**src/rtl/touch_key_pkg.sv**
```systemverilog
// rtl/touch_key_pkg.sv - shared FSM state type and default constants for the touch-key generator
package touch_key_pkg;

  localparam int TOUCH_CNT_W      = 16;
  localparam int TOUCH_GAP_CYC    = 25;
  localparam int TOUCH_BOUNCE_CYC = 4;
  localparam int TOUCH_BOUNCE_NUM = 3;

  typedef enum logic [2:0] {
    IDLE,
    BOUNCE_IN,
    PRESS,
    BOUNCE_OUT,
    GAP
  } touch_state_e;

endpackage

```
**src/rtl/touch_tick_cnt.sv**
```systemverilog
// rtl/touch_tick_cnt.sv - loadable saturating down-counter used for phase timing
module touch_tick_cnt #(
  parameter int CNT_W = 16
) (
  input  logic             clk_i,
  input  logic             rst_i,
  input  logic             load_i,
  input  logic [CNT_W-1:0] load_val_i,
  input  logic             en_i,
  output logic [CNT_W-1:0] cnt_o,
  output logic             zero_o
);

  logic [CNT_W-1:0] cnt_q, cnt_d;

  // Load wins over decrement; the count holds at zero instead of wrapping.
  always_comb begin
    cnt_d = cnt_q;
    if (load_i) begin
      cnt_d = load_val_i;
    end else if (en_i && (cnt_q != '0)) begin
      cnt_d = cnt_q - CNT_W'(1);
    end
  end

  // Count register with synchronous reset.
  always_ff @(posedge clk_i) begin
    if (rst_i) begin
      cnt_q <= '0;
    end else begin
      cnt_q <= cnt_d;
    end
  end

  assign cnt_o  = cnt_q;
  assign zero_o = (cnt_q == '0);

endmodule

```
**src/rtl/touch_key_gen.sv**
```systemverilog
// rtl/touch_key_gen.sv - active-low touch-key press generator; optional edge bounce under TOUCH_BOUNCE_EN
module touch_key_gen
  import touch_key_pkg::*;
#(
  parameter int CNT_W      = TOUCH_CNT_W,
  parameter int GAP_CYC    = TOUCH_GAP_CYC,
  parameter int BOUNCE_CYC = TOUCH_BOUNCE_CYC,
  parameter int BOUNCE_NUM = TOUCH_BOUNCE_NUM
) (
  input  logic             sys_clk,
  input  logic             sys_rst,
  input  logic             start_valid,
  output logic             start_ready,
  input  logic [CNT_W-1:0] press_len,
  output logic             touch_key,
  output logic             busy,
  output logic             done
);

  localparam logic [CNT_W-1:0] GAP_LOAD = CNT_W'(GAP_CYC - 1);

  touch_state_e     state_q;
  logic             key_q, ready_q, busy_q, done_q;
  logic             accept, cnt_load, cnt_zero;
  logic [CNT_W-1:0] cnt_val, cnt, len_m1;

`ifdef TOUCH_BOUNCE_EN
  localparam int               PH_W     = $clog2(2 * BOUNCE_NUM);
  localparam logic [PH_W-1:0]  PH_LAST  = PH_W'(2 * BOUNCE_NUM - 1);
  localparam logic [CNT_W-1:0] BNC_LOAD = CNT_W'(BOUNCE_CYC - 1);
  logic [PH_W-1:0]  ph_q;
  logic [CNT_W-1:0] len_m1_q;
`endif

  // Ready is high in IDLE and in the last GAP cycle, so a held request starts exactly GAP_CYC highs later.
  assign accept = start_valid && ready_q;
  assign len_m1 = (press_len == '0) ? '0 : press_len - CNT_W'(1);

  touch_tick_cnt #(.CNT_W(CNT_W)) u_tick (
    .clk_i      (sys_clk),
    .rst_i      (sys_rst),
    .load_i     (cnt_load),
    .load_val_i (cnt_val),
    .en_i       (1'b1),
    .cnt_o      (cnt),
    .zero_o     (cnt_zero)
  );

  // Each phase loads (length-1) into the counter; the phase ends when the counter reads zero.
  always_comb begin
    cnt_load = 1'b0;
    cnt_val  = '0;
    if (accept) begin
      cnt_load = 1'b1;
`ifdef TOUCH_BOUNCE_EN
      cnt_val  = BNC_LOAD;
`else
      cnt_val  = len_m1;
`endif
    end else if (cnt_zero) begin
      case (state_q)
`ifdef TOUCH_BOUNCE_EN
        PRESS: begin
          cnt_load = 1'b1;
          cnt_val  = BNC_LOAD;
        end
        BOUNCE_IN: begin
          cnt_load = 1'b1;
          cnt_val  = (ph_q == PH_LAST) ? len_m1_q : BNC_LOAD;
        end
        BOUNCE_OUT: begin
          cnt_load = 1'b1;
          cnt_val  = (ph_q == PH_LAST) ? GAP_LOAD : BNC_LOAD;
        end
`else
        PRESS: begin
          cnt_load = 1'b1;
          cnt_val  = GAP_LOAD;
        end
`endif
        default: ;
      endcase
    end
  end

  // Sequencer with registered outputs; an accept overrides the GAP-to-IDLE return on the same edge.
  always_ff @(posedge sys_clk) begin
    if (sys_rst) begin
      state_q  <= IDLE;
      key_q    <= 1'b1;
      ready_q  <= 1'b1;
      busy_q   <= 1'b0;
      done_q   <= 1'b0;
`ifdef TOUCH_BOUNCE_EN
      ph_q     <= '0;
      len_m1_q <= '0;
`endif
    end else begin
      done_q <= 1'b0;
      case (state_q)
        PRESS: begin
          if (cnt_zero) begin
            key_q <= 1'b1;
`ifdef TOUCH_BOUNCE_EN
            state_q <= BOUNCE_OUT;
            ph_q    <= '0;
`else
            state_q <= GAP;
            ready_q <= (GAP_CYC == 1);
`endif
          end
        end
`ifdef TOUCH_BOUNCE_EN
        BOUNCE_IN: begin
          if (cnt_zero) begin
            if (ph_q == PH_LAST) begin
              state_q <= PRESS;
              key_q   <= 1'b0;
            end else begin
              ph_q  <= ph_q + PH_W'(1);
              key_q <= ~ph_q[0];
            end
          end
        end
        BOUNCE_OUT: begin
          if (cnt_zero) begin
            if (ph_q == PH_LAST) begin
              state_q <= GAP;
              key_q   <= 1'b1;
              ready_q <= (GAP_CYC == 1);
            end else begin
              ph_q  <= ph_q + PH_W'(1);
              key_q <= ph_q[0];
            end
          end
        end
`endif
        GAP: begin
          if (cnt_zero) begin
            done_q  <= 1'b1;
            busy_q  <= 1'b0;
            state_q <= IDLE;
          end else if (cnt == CNT_W'(1)) begin
            ready_q <= 1'b1;
          end
        end
        default: ;
      endcase
      if (accept) begin
        key_q   <= 1'b0;
        busy_q  <= 1'b1;
        ready_q <= 1'b0;
`ifdef TOUCH_BOUNCE_EN
        state_q  <= BOUNCE_IN;
        ph_q     <= '0;
        len_m1_q <= len_m1;
`else
        state_q  <= PRESS;
`endif
      end
    end
  end

  assign touch_key   = key_q;
  assign start_ready = ready_q;
  assign busy        = busy_q;
  assign done        = done_q;

endmodule

```
**config.mk**
```make
export PLATFORM = sky130hd
export DESIGN_NAME = touch_key_gen
export DESIGN_NICKNAME = d
export VERILOG_FILES = /design/src/rtl/touch_key_pkg.sv /design/src/rtl/touch_tick_cnt.sv /design/src/rtl/touch_key_gen.sv
export SDC_FILE = /design/constraint.sdc
export NUM_CORES = 1
export LEC_CHECK = 0
export BUFFER_PORTS_ARGS = -buffer_cell sky130_fd_sc_hd__buf_2
export CELL_PAD_IN_SITES_DETAIL_PLACEMENT = 1
export CELL_PAD_IN_SITES_GLOBAL_PLACEMENT = 1
export CORE_MARGIN = 5
export CORE_UTILIZATION = 43
export CTS_BUF_LIST = sky130_fd_sc_hd__clkbuf_8 sky130_fd_sc_hd__clkbuf_16
export CTS_CLUSTER_SIZE = 10
export DETAILED_ROUTE_END_ITERATION = 10
export GPL_TIMING_DRIVEN = 0
export MAX_ROUTING_LAYER = met4
export PLACE_DENSITY_LB_ADDON = 0.1
export SYNTH_ARGS = -nofsm -noshare
export SYNTH_HDL_FRONTEND = slang
export SYNTH_HIERARCHICAL = 1
export SYNTH_SLANG_ARGS = --single-unit
export TNS_END_PERCENT = 50
```
**constraint.sdc**
```tcl
create_clock -name sys_clk -period 3.08 [get_ports sys_clk]
set_clock_uncertainty 0.1 [all_clocks]
set_input_delay 0.616 -clock sys_clk [delete_from_list [all_inputs] [get_ports sys_clk]]
set_output_delay 0.616 -clock sys_clk [all_outputs]
set_load 0.01 [all_outputs]
```
==> results of run 1 <==
==> worst max path at each step <==
stage,endpoint
2_1_floorplan,u_tick/cnt_o[2]$_SDFFE_PP0P_
3_3_place_gp,u_tick/cnt_o[2]$_SDFFE_PP0P_
3_5_place_dp,u_tick/cnt_o[2]$_SDFFE_PP0P_
4_1_cts,u_tick/cnt_o[2]$_SDFFE_PP0P_
5_1_grt,u_tick/cnt_o[2]$_SDFFE_PP0P_
6_report,u_tick/cnt_o[2]$_SDFFE_PP0P_
==> power by group <==
| part | switching, mW | internal (mW) |
|---|---|---|
| clock network | 0.101 | 0.114 |
| registers | 0.0493 | 0.315 |
| logic | 0.221 | 0.156 |
| total | 0.372 | 0.585 |
==> layout by cell type, fill, tap and decap left out, types with 3 or more instances in the layout <==
master,count
and4_1,3
a21o_1,4
a311oi_1,6
xor2_1,10
clkbuf_1,3
a21oi_1,5
nor2b_1,3
nor4_2,4
buf_2,23
nand3_1,9
o21ai_0,5
dfxtp_1,22
nor4_4,3
a211oi_1,3
clkbuf_8,4
buf_4,3
nand2_1,9
a2111oi_2,4
nand3b_1,5
inv_1,13
or4_1,5
nor2_1,33
xnor2_1,3
nor3_1,8
nand4_1,4
==> repair_timing <==
action,in CTS,in global routing
setup buffers,0,2
resized for setup,6,4
hold buffers,0,0
endpoints found under the hold margin,0,0
pin swaps,0,1
setup endpoints to repair,16,9
==> logic make-up after synthesis <==
group                      Yosys count  share of synthesized area (%)
and+or+nand+nor                    109                           39.6
AOI/OAI and AO/OA                   44                           21.5
buffers and inverters               24                           5.90
DFF                                 22                           24.1
xor gates and xnor gates            13                           6.24
adders and majority gates            2                           1.37
muxes                                2                           1.10
other                                1                          0.206
==> metal layers <==
| layer | share of wire, % | vias up |
|---|---|---|
| li1 | - | 876 |
| met1 | 48 | 854 |
| met2 | 49 | 21 |
| met3 | 2.7 | 2 |
| met4 | 0.43 | 0 |
| met5 | 0 | - |
==> per-stage QoR <==
stage | TNS (ns) | cells | setup WS, ns | util, % | power, mW
after floorplan | 0 | 218 | 0.281 | - | 0.625
after global placement | -3.36 | 290 | -0.373 | 49.3 | 0.723
after detailed placement | -3.70 | 290 | -0.375 | 49.3 | 0.728
after CTS | 0 | 294 | 0.0996 | 51.1 | 0.952
after global routing | 0 | 296 | 0.0195 | 51.8 | 1.02
final | 0 | 296 | 0.252 | 51.8 | 0.957
==> Yosys cell counts (all sizes together), types with 3 or more instances <==
master and n:
nor2 35, dfxtp 22, inv 13, nor3 11, xor2 10, nand2 9, nand3 9, nor4 9
a311oi 7, a2111oi 6, a21oi 6, nand4 6, clkbuf 5, nand3b 5, o21ai 5, or4 5
a21o 4, buf 4, a211oi 3, a221oi 3, and4 3, nor2b 3, nor3b 3, xnor2 3
==> flip-flops by register name, indices dropped and copies added (netlist names) <==
name          count
touch_key         1
state_q           2
start_ready       1
done              1
u_tick/cnt_o     16
busy              1
==> worst max-delay path, delay by kind of cell (launching register included) <==
family / cells / cell delay [ns]
adders and majority gates: 1 / 0.23
and+or+nand+nor: 3 / 0.74
DFF: 1 / 0.33
buffers and inverters: 5 / 0.81
AOI/OAI and AO/OA: 3 / 0.53
==> final cells by class <==
cell class	count	area, sq um
Sequential cell	22	440
Multi-Input combinational cell	172	1300
Fill cell	499	1950
Clock buffer	4	55.1
Buffer	9	58.8
Timing Repair Buffer	24	125
Inverter	15	61.3
Tap cell	50	62.6
==> metrics, run 1 <==
outcome completed; wire length per cell 17.1 um; GR Util met1 26.7%; Mean Syn Cell Area 8.41 sq um; Critical Path End Type flop; Max Root-Sink Buffers 2; CP max-delay cell dfxtp_1; Top FF cell, synth dfxtp_1; clk slew on worst S/H paths 0.09 ns; Worst-Margin Slew 0.668 ns; CP Launch Point u_tick/cnt_o[0]$_SDFFE_PP0P_; dpl cell area 2000 sq um; Slew HR 55.1%; n_diodes 0; Die H 75.1 um; antenna violations before repair 0; share of post-route cells with drive strength above 1 26.0%; FF-to-FF End u_tick/cnt_o[2]$_SDFFE_PP0P_; R2R cell count 12; post-route design area 2100 sq um; port bufs 22; Ys Warns 6; die area 5650 sq um; first-pass GRT wire length 8.60 mm; Final HPWL DP 3.92 mm; fraction of registers with async set or reset after synthesis 0%; drt drc 0; Synth cell types 60; Worst Hold Path EP busy$_SDFFE_PP0P_; setup slack, reg-to-reg 0.25 ns; Hold WC Path Type flop to flop; gr busiest metal met2; initial DRC count 73; Post-synth EDFFs 0; reported max-cap violation count 0; Crit path required time 3.16 ns; Syn Inst Count 217; fin crit share 91.8%; Num CTS Buffers 3; worst setup path class flop to flop; Die X 75.1 um; post-synth top area cell dfxtp_1; Detail Route Antenna Nets 0; # nets final 268; Tmin final 2.83 ns; cell mode on critical path inv_1; ranking of synthesized cells by area dfxtp_1, nor2_1, xor2_1, nor4_4, a2111oi_2; CTS tree yes; CP startpoint kind flop; CP arrival 2.90 ns; final wirelength 5.07 mm; met2 track demand over resource 34.2%; critical-path maximum fanout 10; worst-path cell chain inv_1 > ha_1 > nor4b_4 > nand4_4 > clkinvlp_4 > inv_1 > nor3b_2 > a21o_1 > clkbuf_4 > buf_4 > a21oi_1 > a221oi_1; via count 1753; Max Clk Rate 0.354 GHz; vias in the first global route 1748; Core ar. 4060 sq um; FP Rows 23; total grt overflow 0; Clock Latency Late Sink 0.26 ns; flops & latches, synth 22; RSZ-0062 raised after global routing false; largest net degree at the start of global routing 13; num ports 23; mapped cell area 1820 sq um; HP Start busy$_SDFFE_PP0P_; Critical R2R Launch u_tick/cnt_o[0]$_SDFFE_PP0P_; final setup violation count 0; effective utilization at floorplan 45.0%; routability congestion estimate 0.780; area fraction of the dominant cell type after synthesis 24.1%; All-Layer GR Usage 20.3%; hold depth 2; 1st-pass router iterations 4; Clock Sinks 22; register area share after synthesis 24.1%; area grow syn2layout 15.3%; Power Density 455 nW/um^2; vias per cell 5.92; hold slack 0.360 ns; Leakage Power 0.754 nW; GR met3 Demand/Resource 2.54%; Slew Limit Fails 0; H-Tree Level Count 1; Worst VDD drop 0.000180 V; hold violation count in the final report 0; max incr delay on CP 0.33 ns; clock root cell clkbuf_8
(Power assumes the default switching activity.)
==> run 2: changes to the inputs <==
--- a/config.mk
+++ b/config.mk
@@ -16,6 +16,8 @@
 export GPL_TIMING_DRIVEN = 0
 export MAX_ROUTING_LAYER = met4
 export PLACE_DENSITY_LB_ADDON = 0.1
+export SETUP_SLACK_MARGIN = 0.5
+export SKIP_CTS_REPAIR_TIMING = 1
 export SYNTH_ARGS = -nofsm -noshare
 export SYNTH_HDL_FRONTEND = slang
 export SYNTH_HIERARCHICAL = 1
==> metrics, run 2 (synthesis results as in run 1) <==
CP arrival 2.58 ns (was 2.90 ns); reported max-cap violation count 0 (unchanged); final setup violation count 0 (unchanged); Crit path required time 3.11 ns (was 3.16 ns); die area 5650 sq um (unchanged); critical-path maximum fanout 10 (unchanged); port bufs 22 (unchanged); max incr delay on CP 0.44 ns (was 0.33 ns); hold violation count in the final report 0 (unchanged); Num CTS Buffers 3 (unchanged); crit path to u_tick/cnt_o[4]$_SDFFE_PP0P_ (was u_tick/cnt_o[2]$_SDFFE_PP0P_); antenna violations before repair 0 (unchanged); CP max-delay cell nor4_4 (was dfxtp_1); Worst-Margin Slew 0.725 ns (was 0.668 ns); CP Launch Point u_tick/cnt_o[10]$_SDFFE_PP0P_ (was u_tick/cnt_o[0]$_SDFFE_PP0P_); largest net degree at the start of global routing 13 (unchanged); share of post-route cells with drive strength above 1 31.9% (was 26.0%); cell mode on critical path clkinvlp_4 (was inv_1); RSZ-0062 raised after global routing true (was false); Core ar. 4060 sq um (unchanged); area grow syn2layout 23.7% (was 15.3%); worst setup path class flop to flop (unchanged); worst-path cell chain nor4_4 > nand4_4 > clkinvlp_4 > inv_1 > nor3b_2 > a21o_1 > buf_4 > clkinvlp_4 > buf_2 > nor2_1 > a311oi_1 (was inv_1 > ha_1 > nor4b_4 > nand4_4 > clkinvlp_4 > inv_1 > nor3b_2 > a21o_1 > clkbuf_4 > buf_4 > a21oi_1 > a221oi_1); effective utilization at floorplan 45.0% (unchanged); initial DRC count 66 (was 73); Max Clk Rate 0.392 GHz (was 0.354 GHz); dpl ws -0.118 ns (was -0.375 ns); Slew HR 51.3% (was 55.1%); outcome completed (unchanged); Clock Sinks 22 (unchanged); FF-to-FF End u_tick/cnt_o[4]$_SDFFE_PP0P_ (was u_tick/cnt_o[2]$_SDFFE_PP0P_); routability congestion estimate 0.780 (about the same); wire length per cell 18.0 um (was 17.1 um); H-Tree Level Count 1 (unchanged); fin worst setup slack 0.529 ns (was 0.252 ns); Slew Limit Fails 0 (unchanged); vias in the first global route 1883 (was 1748); setup TNS 0 ns (unchanged); Die H 75.1 um (unchanged); Max Root-Sink Buffers 2 (unchanged); Detail Route Antenna Nets 0 (unchanged); clock root cell clkbuf_8 (unchanged); Power Density 450 nW/um^2 (was 455 nW/um^2); vias per cell 6.04 (was 5.92); total grt overflow 0 (unchanged); Tmin final 2.55 ns (was 2.83 ns); fin crit share 82.8% (was 91.8%); Worst VDD drop 0.000284 V (was 0.000180 V); All-Layer GR Usage 21.0% (was 20.3%); CP startpoint kind flop (unchanged); Leakage Power 0.833 nW (was 0.754 nW); setup slack, reg-to-reg 0.53 ns (was 0.25 ns); Final HPWL DP 4.07 mm (was 3.92 mm); drt drc 0 (unchanged); via count 1873 (was 1753); Die X 75.1 um (unchanged); Critical Path End Type flop (unchanged); Hold WC Path Type flop to flop (unchanged); Critical R2R Launch u_tick/cnt_o[10]$_SDFFE_PP0P_ (was u_tick/cnt_o[0]$_SDFFE_PP0P_); 1st-pass router iterations 4 (unchanged); Largest register FFs 16 (unchanged); clk slew on worst S/H paths 0.08 ns (was 0.09 ns); commonest non-fill, non-tap cell in the layout nor2_1 (unchanged); FP Rows 23 (unchanged); Clock Latency Late Sink 0.26 ns (about the same); CTS tree yes (unchanged); # nets final 282 (was 268); highest-count cells in the layout ignoring fill and taps nor2_1, buf_2, dfxtp_1 (unchanged); n_diodes 0 (unchanged); num ports 23 (unchanged); final wirelength 5.59 mm (was 5.07 mm); first-pass GRT wire length 8.85 mm (was 8.60 mm); R2R cell count 11 (was 12)
[run 2: cell types whose count changed in the layout (fill, tap and decap cells not counted), sizes merged]
cell,before,now
clkinvlp,1,2
buf,28,43
clkinv,1,0
clkbuf,9,8
[run 2: how the worst min path moves through the flow]
stage               slack (ns)  cells after the start              start                end
floorplan                 0.37                      2  busy$_SDFFE_PP0P_  busy$_SDFFE_PP0P_
global placement          0.35                      2  busy$_SDFFE_PP0P_  busy$_SDFFE_PP0P_
detailed placement        0.35                      2  busy$_SDFFE_PP0P_  busy$_SDFFE_PP0P_
CTS                       0.36                      2  busy$_SDFFE_PP0P_  busy$_SDFFE_PP0P_
global route              0.37                      2  busy$_SDFFE_PP0P_  busy$_SDFFE_PP0P_
finish                    0.36                      2  busy$_SDFFE_PP0P_  busy$_SDFFE_PP0P_
[run 2: metal layers]
metal / vias up / track usage (%) / routed length (um)
li1: 908 / - / -
met1: 923 / 25.2 / 2530
met2: 32 / 36.2 / 2780
met3: 10 / 3.34 / 143
met4: 0 / 5.83 / 133
met5: - / - / 0
[run 2: worst max-delay path: cells and delay by family (launching register included)]
kind	cells	cell delay (ns)
buffers and inverters	5	0.70
AO/OA/AOI/OAI	2	0.21
flip-flops	1	0.37
AND/OR/NAND/NOR	4	1.02
[run 2: per-stage QoR]
| stage | cells | util, % | total power [mW] | instance area (sq um) | hold WS [ns] |
|---|---|---|---|---|---|
| after floorplan | 218 | - | 0.627 | 1840 | 0.374 |
| after global placement | 290 | 49.5 | 0.726 | 2010 | 0.348 |
| after detailed placement | 290 | 49.5 | 0.732 | 2010 | 0.349 |
| after CTS | 294 | 50.8 | 0.950 | 2060 | 0.361 |
| after global routing | 310 | 55.6 | 1.08 | 2260 | 0.374 |
| final | 310 | 55.6 | 1.02 | 2260 | 0.359 |
[run 2: power by group]
group	switching, mW	internal, mW
registers	0.0566	0.316
logic	0.237	0.195
clock network	0.0978	0.114
total	0.391	0.624
[run 2: cell type report]
cell class	instances	area, sq um
fill	507	1800
sequential	22	443
tap	50	62.6
buffer	9	62.6
inverter	15	63.8
multi-input combinational	172	1330
clock buffer	4	55.1
timing repair buffer	38	243
==> run 3: changes to the inputs <==
--- a/config.mk
+++ b/config.mk
@@ -9,7 +9,7 @@
 export CELL_PAD_IN_SITES_DETAIL_PLACEMENT = 1
 export CELL_PAD_IN_SITES_GLOBAL_PLACEMENT = 1
 export CORE_MARGIN = 5
-export CORE_UTILIZATION = 43
+export CORE_UTILIZATION = 39
 export CTS_BUF_LIST = sky130_fd_sc_hd__clkbuf_8 sky130_fd_sc_hd__clkbuf_16
 export CTS_CLUSTER_SIZE = 10
 export DETAILED_ROUTE_END_ITERATION = 10
==> constraint.sdc (replaced) <==
create_clock -name sys_clk -period 2.2 [get_ports sys_clk]
set_clock_uncertainty 0.1 [all_clocks]
set_input_delay 0.44 -clock sys_clk [delete_from_list [all_inputs] [get_ports sys_clk]]
set_output_delay 0.44 -clock sys_clk [all_outputs]
set_load 0.01 [all_outputs]
==> metrics, run 3 (synthesis results as in run 1) <==
Die H 78.4 um (was 75.1 um); num ports 23 (unchanged); Max Root-Sink Buffers 2 (unchanged); die area 6140 sq um (was 5650 sq um); vias per cell 5.95 (was 6.04); hold violation count in the final report 0 (unchanged); FP Rows 24 (was 23); Worst-Margin Slew 0.709 ns (was 0.725 ns); first-pass GRT wire length 8.94 mm (was 8.85 mm); final setup violation count 16 (was 0); final wirelength 6.01 mm (was 5.59 mm); share of post-route cells with drive strength above 1 40.6% (was 31.9%); total grt overflow 0 (unchanged); Clock Sinks 22 (unchanged); Critical Path End Type flop (unchanged); effective utilization at floorplan 41.0% (was 45.0%); CP arrival 2.39 ns (was 2.58 ns); 1st-pass router iterations 4 (unchanged); FF-to-FF End u_tick/cnt_o[11]$_SDFFE_PP0P_ (was u_tick/cnt_o[4]$_SDFFE_PP0P_); vias in the first global route 1808 (was 1883); Core ar. 4440 sq um (was 4060 sq um); via count 1892 (was 1873); HP Start sys_rst (was busy$_SDFFE_PP0P_); Power Density 641 nW/um^2 (was 450 nW/um^2); worst setup path class flop to flop (unchanged); critical-path maximum fanout 10 (unchanged); # nets final 288 (was 282); hold slack 0.353 ns (was 0.359 ns); failing checks setup timing; setup TNS -0.867 ns (was 0 ns); outcome complete, but fails checks (was completed); Clock Latency Late Sink 0.27 ns (was 0.26 ns); port bufs 22 (unchanged); Worst VDD drop 0.000402 V (was 0.000284 V); Num CTS Buffers 3 (unchanged); R2R cell count 12 (was 11); Worst Hold Path EP busy$_SDFFE_PP0P_ (unchanged); Critical R2R Launch u_tick/cnt_o[0]$_SDFFE_PP0P_ (was u_tick/cnt_o[10]$_SDFFE_PP0P_); Slew Limit Fails 0 (unchanged); Slew HR 52.3% (was 51.3%); total power 1.61 mW (was 1.02 mW); Crit path required time 2.28 ns (was 3.11 ns); dpl cell area 2110 sq um (was 2010 sq um); Die X 78.4 um (was 75.1 um); Largest register FFs 16 (unchanged); CP startpoint kind flop (unchanged); routability congestion estimate 0.786 (was 0.780); Final HPWL DP 4.11 mm (was 4.07 mm); hold depth 2 (unchanged); area grow syn2layout 37.4% (was 23.7%); clock root cell clkbuf_8 (unchanged); drt drc 0 (unchanged); CP Launch Point u_tick/cnt_o[0]$_SDFFE_PP0P_ (was u_tick/cnt_o[10]$_SDFFE_PP0P_); setup slack, reg-to-reg -0.11 ns (was 0.53 ns); H-Tree Level Count 1 (unchanged); initial DRC count 125 (was 66); fin worst setup slack -0.114 ns (was 0.529 ns); Tmin final 2.31 ns (was 2.55 ns); commonest non-fill, non-tap cell in the layout nor2_1 (unchanged); post-route design area 2510 sq um (was 2260 sq um); RSZ-0062 raised after global routing true (unchanged); All-Layer GR Usage 18.4% (was 21.0%); Finished Layout Cells 318 (was 310); Hold WC Path Type input pin to flop (was flop to flop); fin crit share 105% (was 82.8%); Leakage Power 0.912 nW (was 0.833 nW); Max Clk Rate 0.432 GHz (was 0.392 GHz); wire length per cell 18.9 um (was 18.0 um); antenna violations before repair 0 (unchanged); reported max-cap violation count 0 (unchanged); dpl ws -0.459 ns (was -0.118 ns); Core Util, Final 56.4% (was 55.6%); largest net degree at the start of global routing 14 (was 13); placed cells 292 (was 290); CTS tree yes (unchanged); clk slew on worst S/H paths 0.09 ns (was 0.08 ns); highest-count cells in the layout ignoring fill and taps nor2_1, buf_2, buf_4 (was nor2_1, buf_2, dfxtp_1); n_diodes 0 (unchanged); FILL cells 546 (was 507); Detail Route Antenna Nets 0 (unchanged)
run 3: final cells by class:
| cell class | count | area [sq um] | share of cell area [%] |
|---|---|---|---|
| Timing Repair Buffer | 44 | 314 | 12.5 |
| Multi-Input combinational cell | 172 | 1440 | 57.4 |
| Inverter | 15 | 83.8 | 3.34 |
| Sequential cell | 22 | 445 | 17.8 |
| Clock buffer | 3 | 41.3 | 1.65 |
| Tap cell | 52 | 65.1 | 2.60 |
| Buffer | 9 | 88.8 | 3.54 |
| Clock inverter | 1 | 30.0 | 1.20 |
run 3: power by group:
| part | switching, mW | internal, mW | leakage, nW |
|---|---|---|---|
| logic | 0.373 | 0.322 | 0.694 |
| clock network | 0.145 | 0.243 | 0.0357 |
| registers | 0.0804 | 0.443 | 0.183 |
run 3: worst max-delay path, cell delays in order, from the launching register on:
cell       delay, ns
dfxtp_2         0.34
inv_2           0.09
ha_4            0.15
nor4b_4         0.23
nand4_4         0.18
clkinv_4        0.11
inv_4           0.04
nor3b_4         0.22
a21o_4          0.16
buf_6           0.13
inv_8           0.05
and4_4          0.17
a2111oi_4       0.25
run 3: worst max path at each step:
stage	end	slack, ns	cells past startpoint
global route	u_tick/cnt_o[11]$_SDFFE_PP0P_	-0.22	12
detailed placement	u_tick/cnt_o[1]$_SDFFE_PP0P_	-0.46	11
floorplan	u_tick/cnt_o[1]$_SDFFE_PP0P_	-0.01	9
global placement	u_tick/cnt_o[1]$_SDFFE_PP0P_	-0.42	11
CTS	u_tick/cnt_o[12]$_SDFFE_PP0P_	-0.42	10
finish	u_tick/cnt_o[11]$_SDFFE_PP0P_	-0.11	12
run 3: metal layers:
layer	share of wire, %	global-route usage [%]	up-vias
met2	51	31.8	22
met5	0	-	-
met4	0.30	2.97	0
met1	46	22.9	954
met3	1.9	2.97	2
li1	-	-	914
